--- src/rtl/game_state_ctrl.sv ---
// Frame-rate game supervisor: play/hit/over FSM, saturating BCD score and high score,
// plus a one-frame round restart pulse for the collision and motion stages.
module game_state_ctrl #(
    parameter logic [3:0] MET_PTS     = 4'd1,
    parameter logic [3:0] STAR_PTS    = 4'd5,
    parameter logic [5:0] HIT_FRAMES  = 6'd30,
    parameter logic [7:0] OVER_FRAMES = 8'd120
) (
    input  logic        v_sync,
    input  logic        rst,
    input  logic        start_btn,
    input  logic [1:0]  lives,
    input  logic        m1_alive,
    input  logic        m2_alive,
    input  logic        m3_alive,
    input  logic        s1_alive,
    input  logic        s2_alive,
    output logic [1:0]  state,
    output logic        play_en,
    output logic        round_rst,
    output logic        flash,
    output logic [11:0] score,
    output logic [11:0] hi_score
);

    typedef enum logic [1:0] {StIdle = 2'd0, StPlay = 2'd1, StHit = 2'd2, StOver = 2'd3} st_e;

    st_e        st_q;
    logic [2:0] prev_met;
    logic [1:0] prev_star;
    logic [1:0] prev_lives;
    logic       prev_btn;
    logic [5:0] hit_cnt;
    logic [7:0] over_cnt;
    logic [1:0] flash_sub;

    logic [1:0]  met_cnt, star_cnt;
    logic [5:0]  inc, rem;
    logic [3:0]  inc_tens, inc_ones;
    logic [4:0]  d0, d1, d2;
    logic [11:0] score_sum, score_next;
    logic        hit_ev, over_ev, btn_rise;

    assign state = st_q;

    always_comb begin
        met_cnt  = 2'(prev_met[2] & ~m1_alive) + 2'(prev_met[1] & ~m2_alive)
                 + 2'(prev_met[0] & ~m3_alive);
        star_cnt = 2'(prev_star[1] & ~s1_alive) + 2'(prev_star[0] & ~s2_alive);
        inc      = 6'(met_cnt) * 6'(MET_PTS) + 6'(star_cnt) * 6'(STAR_PTS);
        // Split the binary increment (at most 45) into BCD tens and ones.
        rem      = inc;
        inc_tens = 4'd0;
        for (int i = 0; i < 4; i++) begin
            if (rem >= 6'd10) begin
                rem      = rem - 6'd10;
                inc_tens = inc_tens + 4'd1;
            end
        end
        inc_ones = rem[3:0];
        d0 = {1'b0, score[3:0]} + {1'b0, inc_ones};
        d1 = {1'b0, score[7:4]} + {1'b0, inc_tens};
        if (d0 > 5'd9) begin
            d0 = d0 - 5'd10;
            d1 = d1 + 5'd1;
        end
        d2 = {1'b0, score[11:8]};
        if (d1 > 5'd9) begin
            d1 = d1 - 5'd10;
            d2 = d2 + 5'd1;
        end
        score_sum  = (d2 > 5'd9) ? 12'h999 : {d2[3:0], d1[3:0], d0[3:0]};
        score_next = (st_q == StPlay || st_q == StHit) ? score_sum : score;
        hit_ev     = lives < prev_lives;
        over_ev    = hit_ev && (lives == 2'd0);
        btn_rise   = start_btn & ~prev_btn;
    end

    always_ff @(posedge v_sync or posedge rst) begin
        if (rst) begin
            st_q       <= StIdle;
            play_en    <= 1'b0;
            round_rst  <= 1'b0;
            flash      <= 1'b0;
            score      <= 12'h000;
            hi_score   <= 12'h000;
            prev_met   <= 3'b111;
            prev_star  <= 2'b11;
            prev_lives <= 2'd2;
            prev_btn   <= 1'b0;
            hit_cnt    <= 6'd0;
            over_cnt   <= 8'd0;
            flash_sub  <= 2'd0;
        end else begin
            prev_met   <= {m1_alive, m2_alive, m3_alive};
            prev_star  <= {s1_alive, s2_alive};
            prev_lives <= lives;
            prev_btn   <= start_btn;
            round_rst  <= 1'b0;
            score      <= score_next;
            unique case (st_q)
                StIdle: begin
                    if (btn_rise) begin
                        st_q      <= StPlay;
                        play_en   <= 1'b1;
                        round_rst <= 1'b1;
                        score     <= 12'h000;
                    end
                end
                StPlay, StHit: begin
                    if (over_ev) begin
                        // Capture uses the score including this frame's increment.
                        st_q     <= StOver;
                        play_en  <= 1'b0;
                        flash    <= 1'b0;
                        over_cnt <= OVER_FRAMES;
                        if (score_next > hi_score) hi_score <= score_next;
                    end else if (hit_ev) begin
                        st_q    <= StHit;
                        hit_cnt <= HIT_FRAMES;
                        if (st_q == StPlay) begin
                            flash_sub <= 2'd0;
                            flash     <= 1'b0;
                        end else begin
                            flash_sub <= flash_sub + 2'd1;
                            if (flash_sub == 2'd3) flash <= ~flash;
                        end
                    end else if (st_q == StHit) begin
                        if (hit_cnt <= 6'd1) begin
                            st_q    <= StPlay;
                            hit_cnt <= 6'd0;
                            flash   <= 1'b0;
                        end else begin
                            hit_cnt   <= hit_cnt - 6'd1;
                            flash_sub <= flash_sub + 2'd1;
                            if (flash_sub == 2'd3) flash <= ~flash;
                        end
                    end
                end
                StOver: begin
                    if (over_cnt != 8'd0) begin
                        over_cnt <= over_cnt - 8'd1;
                    end else if (btn_rise) begin
                        st_q      <= StPlay;
                        play_en   <= 1'b1;
                        round_rst <= 1'b1;
                        score     <= 12'h000;
                    end
                end
                default: st_q <= StIdle;
            endcase
        end
    end

endmodule

--- config.mk ---
export PLATFORM = sky130hd
export DESIGN_NAME = game_state_ctrl
export DESIGN_NICKNAME = d
export VERILOG_FILES = /design/src/rtl/game_state_ctrl.sv
export SDC_FILE = /design/constraint.sdc
export NUM_CORES = 1
export LEC_CHECK = 0
export CAP_MARGIN = 20
export CORE_MARGIN = 4
export CORE_UTILIZATION = 49
export CTS_CLUSTER_DIAMETER = 50
export DETAILED_ROUTE_END_ITERATION = 8
export PLACE_DENSITY = 0.76
export SLEW_MARGIN = 25
export SYNTH_ARGS = -nofsm -noshare
export SYNTH_HDL_FRONTEND = slang
export SYNTH_SLANG_ARGS = --single-unit
--- constraint.sdc ---
create_clock -name v_sync -period 10.97 [get_ports v_sync]
set_input_delay 1.097 -clock v_sync [delete_from_list [all_inputs] [get_ports v_sync]]
set_output_delay 1.097 -clock v_sync [all_outputs]
set_load 0.01 [all_outputs]
; After elaboration in Yosys (flattened, before gate mapping)
; Cells that the tools add are included.
[word_totals]
register_bits = 53
inputBits = 10
wordCells = 131
[classes]
addsub = 20
multipliers = 1
n_lt_le_gt_ge = 10
eq_ne = 10
mux = 47
bitwise_logic = 14
reduce_logical = 16
[ops]
columns = op, n
row1 = $mux 12, 4
row2 = $mux 6, 6
row3 = $ge 6x4->1 const B, 4
row4 = $mux 4, 6
row5 = $pmux 12 s2, 1
row6 = $mux 2, 10
row7 = $sub 6x4->6 const B, 3
row8 = $mux 8, 2
row9 = $pmux 8 s2, 1
row10 = $gt 5x4->1 const B, 3
row11 = $add 4x1->4 const B, 3
row12 = $gt 12x12->1, 1
row13 = $mux 1, 12
row14 = $reduce_and 3->1, 4
row15 = $sub 4x4->4 const B, 3
row16 = $add 4x4->5, 2
row17 = $and 1x2->2, 5
row18 = $mux 5, 2
row19 = $not 1->2, 5
row20 = $ne 2x2->1 const B, 4
row21 = $ne 4x4->1 const B, 2
row22 = $reduce_bool 8->1, 1
row23 = $sub 8x1->8 const B, 1
row24 = $add 2x2->2, 3
row25 = 23 further kinds, 30

; Depth between registers and ports, before layout
; Gate-level depths: netlist (run 1).
[depth]
ltp_word = 24
ltp_mapped = 40
ltp_nobuf = 38

; Least setup slack after synthesis (run 1)
; Ideal clock, no wire load.
[synth_path]
kind = input to register
from = in m1_alive
to = reg hi_score[11]
setup_ns = 0.083
t_arrival_ns = 9.470
setup_slack_ns = 1.417
stages = 37
path_buffers = 2
path_cell_list = nand2b_1 -> fa_1 -> inv_1 -> ha_1 -> ha_1 -> fa_1 -> inv_1 -> ha_1 -> nand3_1 -> a21o_1 -> a21boi_1 -> mux2_2 -> ha_1 -> nand2b_1 -> o21ai_0 -> a32oi_1 -> o21ai_0 -> o21ai_0 -> fa_1 -> xnor2_1 -> ha_1 -> a22o_1 -> o31ai_4 -> mux2_4 -> o32ai_4 -> nand2_2 -> a21oi_2 -> buf_2 -> a31oi_1 -> ha_1 -> nand4_1 -> or2_2 -> o221ai_1 -> nor3b_1 -> clkbuf_1 -> o21ai_0 -> o22ai_1
[synth_via]
elab_chain_len = 23
word_cells_on_any_way = 40
cone_classes = add/sub: 15 / order compare: 8 / mux: 14 / bitwise: 2 / reduce/logical: 1
[synth_lines]
columns = element, line
row1 = "start, declared", 13  ; input logic m1_alive,
row2 = $not 1->2 (*), 47  ; met_cnt = 2'(prev_met[2] & ~m1_alive) + 2'(prev_met[1] & ~m2_alive)
row3 = $and 1x2->2 (*), 47
row4 = $add 2x2->2 (*), 47
row5 = $add 2x2->2 (*), 48  ; + 2'(prev_met[0] & ~m3_alive);
row6 = $add 2x5->6 (*), 50  ; inc = 6'(met_cnt) * 6'(MET_PTS) + 6'(star_cnt) * 6'(STAR_PTS);
row7 = $sub 6x4->6 / $ge 6x4->1 (equally long branches), "56, 55"
row8 = $mux 6 / $mux 1 (equally long branches), 55  ; if (rem >= 6'd10) begin
row9 = "$sub 6x4->6, or another cell as far along", 56  ; rem = rem - 6'd10;
row10 = [... 8 more ...], -
row11 = $gt 5x4->1, 68  ; if (d1 > 5'd9) begin
row12 = $mux 5, 68
row13 = $gt 5x4->1, 72  ; score_sum = (d2 > 5'd9) ? 12'h999 : {d2[3:0], d1[3:0], d0[3:0]};
row14 = $mux 12 (*), 72
row15 = $mux 12 (*), 73  ; score_next = (st_q == StPlay || st_q == StHit) ? score_sum : score;
row16 = named net score_next[7], 41  ; logic [11:0] score_sum, score_next;
row17 = $gt 12x12->1 (*), 117  ; if (score_next > hi_score) hi_score <= score_next;
row18 = $reduce_and 3->1 (no line) (*), -
row19 = "end signal, assigned", 117
row20 = "end, declared", 23  ; output logic [11:0] hi_score
; Mark *: on every way through the listed nets, which the timed path passes. The rest lies on a longest branch.
; A chain may end at the register's enable or synchronous reset.

; Worst setup path in the final report (run 1)
[layout_path]
from = in m1_alive
to = reg hi_score[1]
[layout_via]
elab_chain_len = 23
word_cells_on_any_way = 40
cone_classes = add/sub: 15 / order compare: 8 / mux: 14 / bitwise: 2 / reduce/logical: 1
[layout_lines]
columns = element, line
row1 = $not 1->2 (*), 47
row2 = $and 1x2->2 (*), 47
row3 = $add 2x2->2 (*), 47
row4 = $add 2x2->2 (*), 48
row5 = $add 2x5->6 (*), 50
row6 = $sub 6x4->6 / $ge 6x4->1 (equally long branches), "56, 55"
row7 = $mux 6 / $mux 1 (equally long branches), 55
row8 = "$sub 6x4->6, or another cell as far along", 56
row9 = [... 8 more ...], -
row10 = $gt 5x4->1 (*), 68
row11 = $mux 5 (*), 68
row12 = $gt 5x4->1, 72
row13 = $mux 12 (*), 72
row14 = $mux 12 (*), 73
row15 = named net score_next[10], 41
row16 = $gt 12x12->1 (*), 117
row17 = $reduce_and 3->1 (no line) (*), -
; Marked as above.

==> results of run 1 <==
power by group:
part / internal, mW / total [mW] / switching, mW
combinational: 0.375 / 0.884 / 0.509
sequential: 0.252 / 0.310 / 0.0577
clock: 0.0743 / 0.140 / 0.0654
layer usage:
metal / up-vias / share of wire, % / track usage [%]
li1: 1840 / - / -
met4: 0 / 1.2 / 3.988
met5: - / 0 / 0
met3: 14 / 3.4 / 2.961
met1: 1770 / 47 / 25.49
met2: 68 / 49 / 33.75
worst paths after layout:
check | endpoint | slack, ns
max reg2reg | hi_score[1] | 1.58
max in group asynchronous | hi_score[8] | 9.14
min in group asynchronous | score[0] | 1.02
min | flash_sub[1] | 0.52
min reg2reg | flash_sub[1] | 0.52
max | hi_score[1] | 0.81
stage by stage:
stage | instance area, sq um | power [mW]
floorplan | 4297 | 0.9752
global placement | 4786 | 1.159
detailed placement | 4786 | 1.191
CTS | 4906 | 1.337
global route | 4913 | 1.470
finish | 4913 | 1.333
flip-flops by register name (all words and copies together), names as in the netlist, 3 cells and up:
name / count
hi_score: 12
score: 12
over_cnt: 8
hit_cnt: 6
prev_met: 3
cell usage in the layout (no fill, tap or decap), types with 5 or more instances in the layout:
cell type,n
dfrtp_1,47
ha_1,43
nand2_1,39
inv_1,38
clkdlybuf4s50_1,38
a21oi_1,35
nor2_1,32
o21ai_0,32
a31oi_1,15
nand2b_1,13
nor2b_1,13
xnor2_1,13
a21o_1,12
nand3_1,11
nor3_1,9
o31ai_1,8
and3_1,7
or2_2,6
or3_1,6
mux2_2,6
clkbuf_8,6
dfstp_2,6
xor2_1,5
critical path: cells and delay by family:
| kind | cells | cell delay (ns) |
|---|---|---|
| XOR/XNOR | 1 | 0.18 |
| AO/OA/AOI/OAI | 12 | 2.77 |
| multiplexers | 2 | 0.77 |
| adder cells (fa/ha/maj) | 9 | 2.93 |
| AND/OR/NAND/NOR | 8 | 2.07 |
| buffers and inverters | 3 | 0.56 |
cells in the mapped netlist, types with 3 or more instances:
| cell | instances |
|---|---|
| dfrtp_1 | 47 |
| ha_1 | 43 |
| inv_1 | 39 |
| nand2_1 | 39 |
| a21oi_1 | 35 |
| nor2_1 | 32 |
| o21ai_0 | 32 |
| a31oi_1 | 15 |
| nand2b_1 | 13 |
| nor2b_1 | 13 |
| xnor2_1 | 13 |
| a21o_1 | 12 |
| nand3_1 | 11 |
| clkbuf_1 | 9 |
| nor3_1 | 9 |
| o31ai_1 | 8 |
| and3_1 | 7 |
| dfstp_2 | 6 |
| mux2_2 | 6 |
| or2_2 | 6 |
| or3_1 | 6 |
| xor2_1 | 5 |
| a211oi_1 | 4 |
| a21oi_2 | 4 |
| a31o_2 | 4 |
| fa_1 | 4 |
| mux2i_1 | 4 |
| a32o_1 | 3 |
| buf_2 | 3 |
| nand4_1 | 3 |
| o21a_1 | 3 |
| o21ai_1 | 3 |
| o32a_1 | 3 |
cell families (layout without fill, tap and decap cells):
family	count (synthesis)	in the layout	synth area share, %
compound gates	153	153	24.69
flops	53	53	31.04
fa+ha+maj	47	47	14.39
buf+inv	53	90	4.717
xor+xnor	18	18	3.669
simple gates	154	154	18.64
mux	11	11	2.854
what timing repair did:
action	in CTS	in global routing
hold buffers	0	0
gates resized for setup	0	1
setup endpoints to repair	0	7
hold endpoints to repair	0	0
layout make-up:
| class | instances | area [sq um] | area share [%] |
|---|---|---|---|
| inverters | 40 | 150.1 | 3.056 |
| clock buffers | 6 | 82.58 | 1.681 |
| well taps | 105 | 131.4 | 2.674 |
| multi-input cells | 383 | 2768 | 56.33 |
| repair buffers | 42 | 410.4 | 8.352 |
| flip-flops and latches | 53 | 1334 | 27.15 |
| clock inverters | 2 | 37.54 | 0.7639 |
==> impl_metrics.env, run 1 <==
export IMPL_critical_path_class="input port to flop"
export IMPL_leakage_nw=2.184
export IMPL_synthToLayoutAreaGrowth_pct=14.36
export IMPL_fin_tns_setup_ns=0
export IMPL_h_tree_depth=2
export IMPL_hpwl_mm=7.459
export IMPL_overflow=0
export IMPL_synth_cell_area_sq_um=4297
export IMPL_insertion_delay_ns=0.31
export IMPL_wl_mm=9.468
export IMPL_crit_path_start_kind="input port"
export IMPL_hold_viol=0
export IMPL_gp_congestion=0.8648
export IMPL_rsz0062_at_grt="no"
export IMPL_hp_start="flash_sub[1]"
export IMPL_synth_edf_count=0
export IMPL_fin_crit_ns=10.16
export IMPL_worst_hold_slack_ns=0.5181
export IMPL_synthesis_instances=489
export IMPL_critPathRequiredTime_ns=11.19
export IMPL_rr_startpoint="prev_met[2]"
export IMPL_finalCritPeriodShare_pct=92.62
export IMPL_synth_area_leaders="dfrtp_1, ha_1, a21oi_1"
export IMPL_max_stage_delay_ns=0.58
export IMPL_synth_distinct_cells=71
export IMPL_grt_pass1_vias=3663
export IMPL_layout_drive_gt1_share_pct=10.08
export IMPL_crit_top_cell="ha_1"
export IMPL_ys_warn_count=0
export IMPL_status="finished clean"
export IMPL_dieArea_sq_um=10330
export IMPL_holdPathStages=1
export IMPL_cts_tree="done"
export IMPL_synth_main_ff_cell="dfrtp_1"
export IMPL_ir_drop_mv=0.1133
export IMPL_routedWlPerCell_um=15.00
export IMPL_layout_setup_ws_ns=0.8094
export IMPL_placed_cells=623
export IMPL_hold_class="flop to flop"
export IMPL_yosysSeqAreaShare_pct=31.04
export IMPL_clock_sinks=53
export IMPL_dr_pass1_iters=4
export IMPL_fp_dieH_um=101.6
export IMPL_maxCapViolations=0
export IMPL_tightestPinTransition_ns=0.7446
export IMPL_core_sq_um=8382
export IMPL_diodes=0
export IMPL_async_reset_ff_share_pct=100.0
export IMPL_post_cts_buffers=0
export IMPL_initial_utilization_pct=51.26
export IMPL_cts_root_buf="clkbuf_8"
export IMPL_reg2reg_depth=34
export IMPL_cts_buffer_depth=2
export IMPL_utilization_pct=58.62
export IMPL_powerDensity_nw_per_um2=271.3
export IMPL_crit_slowest_cell="or3b_2"
export IMPL_io_pin_count=39
export IMPL_grt_pass1_wl_mm=16.41
export IMPL_nets=582
export IMPL_core_rowCount=33
export IMPL_cp_startpoint="m1_alive"
export IMPL_cts_buffers_inserted=5
export IMPL_grt_max_degree=43
export IMPL_chipWidth_um=101.6
export IMPL_synth_seq_cells=53
export IMPL_dp_slack_ns=0.3489
export IMPL_avgSynthCellArea_sq_um=8.787
export IMPL_slew_headroom_pct=50.36
export IMPL_drv_slew=0
export IMPL_synth_top_cell_by_area="dfrtp_1"
export IMPL_antenna_left=0
export IMPL_critical_path_arrival_ns=10.38
export IMPL_clk_pin_slew_ns=0.10
export IMPL_setup_viol=0
export IMPL_portBuffers=38
export IMPL_fill_cells=740
export IMPL_finClkSkew_ns=0.01063
export IMPL_yosysTopAreaCellShare_pct=27.37
export IMPL_synth_nets=546
export IMPL_crit_fanout=8
export IMPL_endpoint_kind="flop"
export IMPL_antenna_found_initial=0
export IMPL_finalNonFillerCells=631
export IMPL_via_per_inst=5.851
export IMPL_grt_use_total_pct=19.35
export IMPL_drc=0
export IMPL_num_vias=3692
export IMPL_fmax_ghz=0.09842
export IMPL_drt_initial_drc_count=130
(Power assumes the default switching activity.)
==> run 2, diff against run 1 <==
Settings changed: CAP_MARGIN 20 to 5.
==> results of run 2 <==
The final DEF is identical to that of run 1; final timing and power are the same.
==> run 3, diff against run 2 <==
Settings changed: CORE_MARGIN 4 to 2.
==> run 3 against run 2 <==
  * Sequential share of layout area rose by 0.17 points
  * Wire length is 3.6% higher
  * Setup slack got worse by 0.044 ns
  * Clock power down 21%
  * Critical endpoint unchanged
==> impl_metrics.env, run 3 (synthesis gave the netlist of run 1 again) <==
export IMPL_grt_max_degree=33
export IMPL_dieArea_sq_um=9534
export IMPL_endpoint_kind="flop"
export IMPL_critical_path_arrival_ns=10.41
export IMPL_top_layer_used="met4"
export IMPL_worst_hold_slack_ns=0.5109
export IMPL_grt_pass1_vias=3642
export IMPL_p_comb_share_pct=68.0
export IMPL_reg2reg_setup_slack_ns=1.53
export IMPL_rr_startpoint="prev_met[2]"
export IMPL_drt_initial_drc_count=155
export IMPL_antenna_found_initial=0
export IMPL_crit_top_cell="ha_1"
export IMPL_grt_pass1_wl_mm=16.64
export IMPL_final_cell_mix="dfrtp_1, ha_1, nand2_1, inv_1, clkdlybuf4s50_1"
export IMPL_powerDensity_nw_per_um2=269.4
export IMPL_antenna_left=0
export IMPL_crit_path_start_kind="input port"
export IMPL_initial_utilization_pct=50.00
export IMPL_grt_use_total_pct=20.81
export IMPL_rsz0062_at_grt="no"
export IMPL_leakage_nw=2.174
export IMPL_crit_slowest_cell="or3b_2"
export IMPL_postCtsHoldBufs=0
export IMPL_chipWidth_um=97.64
export IMPL_met1_length_mm=4.674
export IMPL_rr_endpoint="hi_score[1]"
export IMPL_critical_path_class="input port to flop"
export IMPL_nets=583
export IMPL_crit_fanout=9
export IMPL_routedWlPerCell_um=15.44
export IMPL_diodes=0
export IMPL_fmax_ghz=0.09799
export IMPL_met2_wirelength_mm=4.607
export IMPL_finalCritPeriodShare_pct=93.02
export IMPL_drv_slew=0
export IMPL_fp_dieH_um=97.64
export IMPL_post_cts_resized=0
export IMPL_io_pin_count=39
export IMPL_h_tree_depth=2
export IMPL_reg2reg_depth=36
export IMPL_postLayoutCellArea_sq_um=4883
export IMPL_cts_root_buf="clkbuf_8"
export IMPL_wl_mm=9.806
export IMPL_setup_viol=0
export IMPL_portBuffers=38
export IMPL_switching_share_pct=48.82
export IMPL_overflow=0
export IMPL_final_common_cell="dfrtp_1"
export IMPL_hold_class="flop to flop"
export IMPL_slew_headroom_pct=49.16
export IMPL_fin_crit_ns=10.20
export IMPL_insertion_delay_ns=0.31
export IMPL_fin_tns_setup_ns=0
export IMPL_ir_drop_mv=0.1092
export IMPL_p_sw_mw=0.6421
export IMPL_clkPwrFrac_pct=8.4
export IMPL_cts_tree="done"
export IMPL_power_frac_seq_pct=23.6
export IMPL_cp_endpoint="hi_score[1]"
export IMPL_num_vias=3689
export IMPL_clock_sinks=53
export IMPL_clk_pin_slew_ns=0.10
export IMPL_hold_viol=0
export IMPL_drc=0
export IMPL_hpwl_mm=7.562
export IMPL_post_cts_buffers=0
export IMPL_max_stage_delay_ns=0.57
export IMPL_cp_startpoint="m1_alive"
export IMPL_critPathRequiredTime_ns=11.18
export IMPL_status="finished clean"
export IMPL_reg_top3="hi_score x12, score x12, over_cnt x8"
export IMPL_layout_drive_gt1_share_pct=10.25
export IMPL_finClkSkew_ns=0.006167
export IMPL_maxCapViolations=0
export IMPL_synthToLayoutAreaGrowth_pct=13.66
export IMPL_cts_buffers_inserted=5
export IMPL_dr_pass1_iters=5
export IMPL_cts_buffer_depth=2
export IMPL_p_int_mw=0.6732
export IMPL_gp_congestion=0.8705
export IMPL_core_sq_um=8593
export IMPL_met3_length_um=387
export IMPL_via_per_inst=5.809
export IMPL_place_area_sq_um=4797
export IMPL_tightestPinTransition_ns=0.7626
export IMPL_core_rowCount=34
==> run 3: cell count changes in the layout (fill, tap and decap cells not counted) <==
cell,previous run,this run
clkinv_2,0,2
a21oi_2,3,4
a21oi_4,1,0
buf_4,4,5
bufinv_16,1,0
clkbuf_8,6,5
==> run 3: per-layer routing <==
metal	vias up	track usage, %
met5	-	0
met4	0	5.021
met3	12	3.741
met2	91	34.38
met1	1742	28.44
li1	1844	-
==> run 3: worst max-delay path: cells and delay by family <==
| family | cells | cell delay, ns |
|---|---|---|
| buffers and inverters | 3 | 0.56 |
| adders and majority gates | 9 | 2.97 |
| AOI/OAI and AO/OA | 15 | 3.37 |
| and+or+nand+nor | 7 | 1.44 |
| muxes | 2 | 0.76 |
| xor gates and xnor gates | 1 | 0.19 |
==> run 3: how the worst min path moves through the flow <==
stage                  from           end  slack (ns)  cells after the start
6_report       flash_sub[1]  flash_sub[1]        0.51                      1
4_1_cts        flash_sub[1]  flash_sub[1]        0.52                      1
2_1_floorplan  flash_sub[0]  flash_sub[0]        0.46                      1
3_3_place_gp   flash_sub[1]  flash_sub[1]        0.48                      1
5_1_grt        flash_sub[1]  flash_sub[1]        0.57                      1
3_5_place_dp   flash_sub[1]  flash_sub[1]        0.50                      1
==> run 3: power by group through the flow <==
stage,Combinational [mW],Sequential [mW],Clock (mW)
floorplan,0.669,0.307,0
global placement,0.852,0.310,0
detailed placement,0.882,0.314,0
CTS,0.891,0.310,0.114
global route,1.00,0.318,0.123
finish,0.895,0.310,0.110
==> run 3: layout make-up <==
type | count | area [sq um]
sequential | 53 | 1334
multi-input combinational | 383 | 2760
timing repair buffer | 43 | 417.9
clock buffer | 5 | 68.82
inverter | 40 | 150.1
fill | 770 | 3710
clock inverter | 3 | 17.52
tap | 108 | 135.1
==> run 3: through the flow <==
stage	utilization, %	setup slack (ns)	power [mW]	instances
2_1_floorplan	-	1.417	0.9752	489
3_3_place_gp	55.82	0.8115	1.163	627
3_5_place_dp	55.82	0.5187	1.196	627
4_1_cts	56.83	0.8168	1.314	635
5_1_grt	56.83	0.2594	1.442	635
6_report	56.83	0.7652	1.315	635
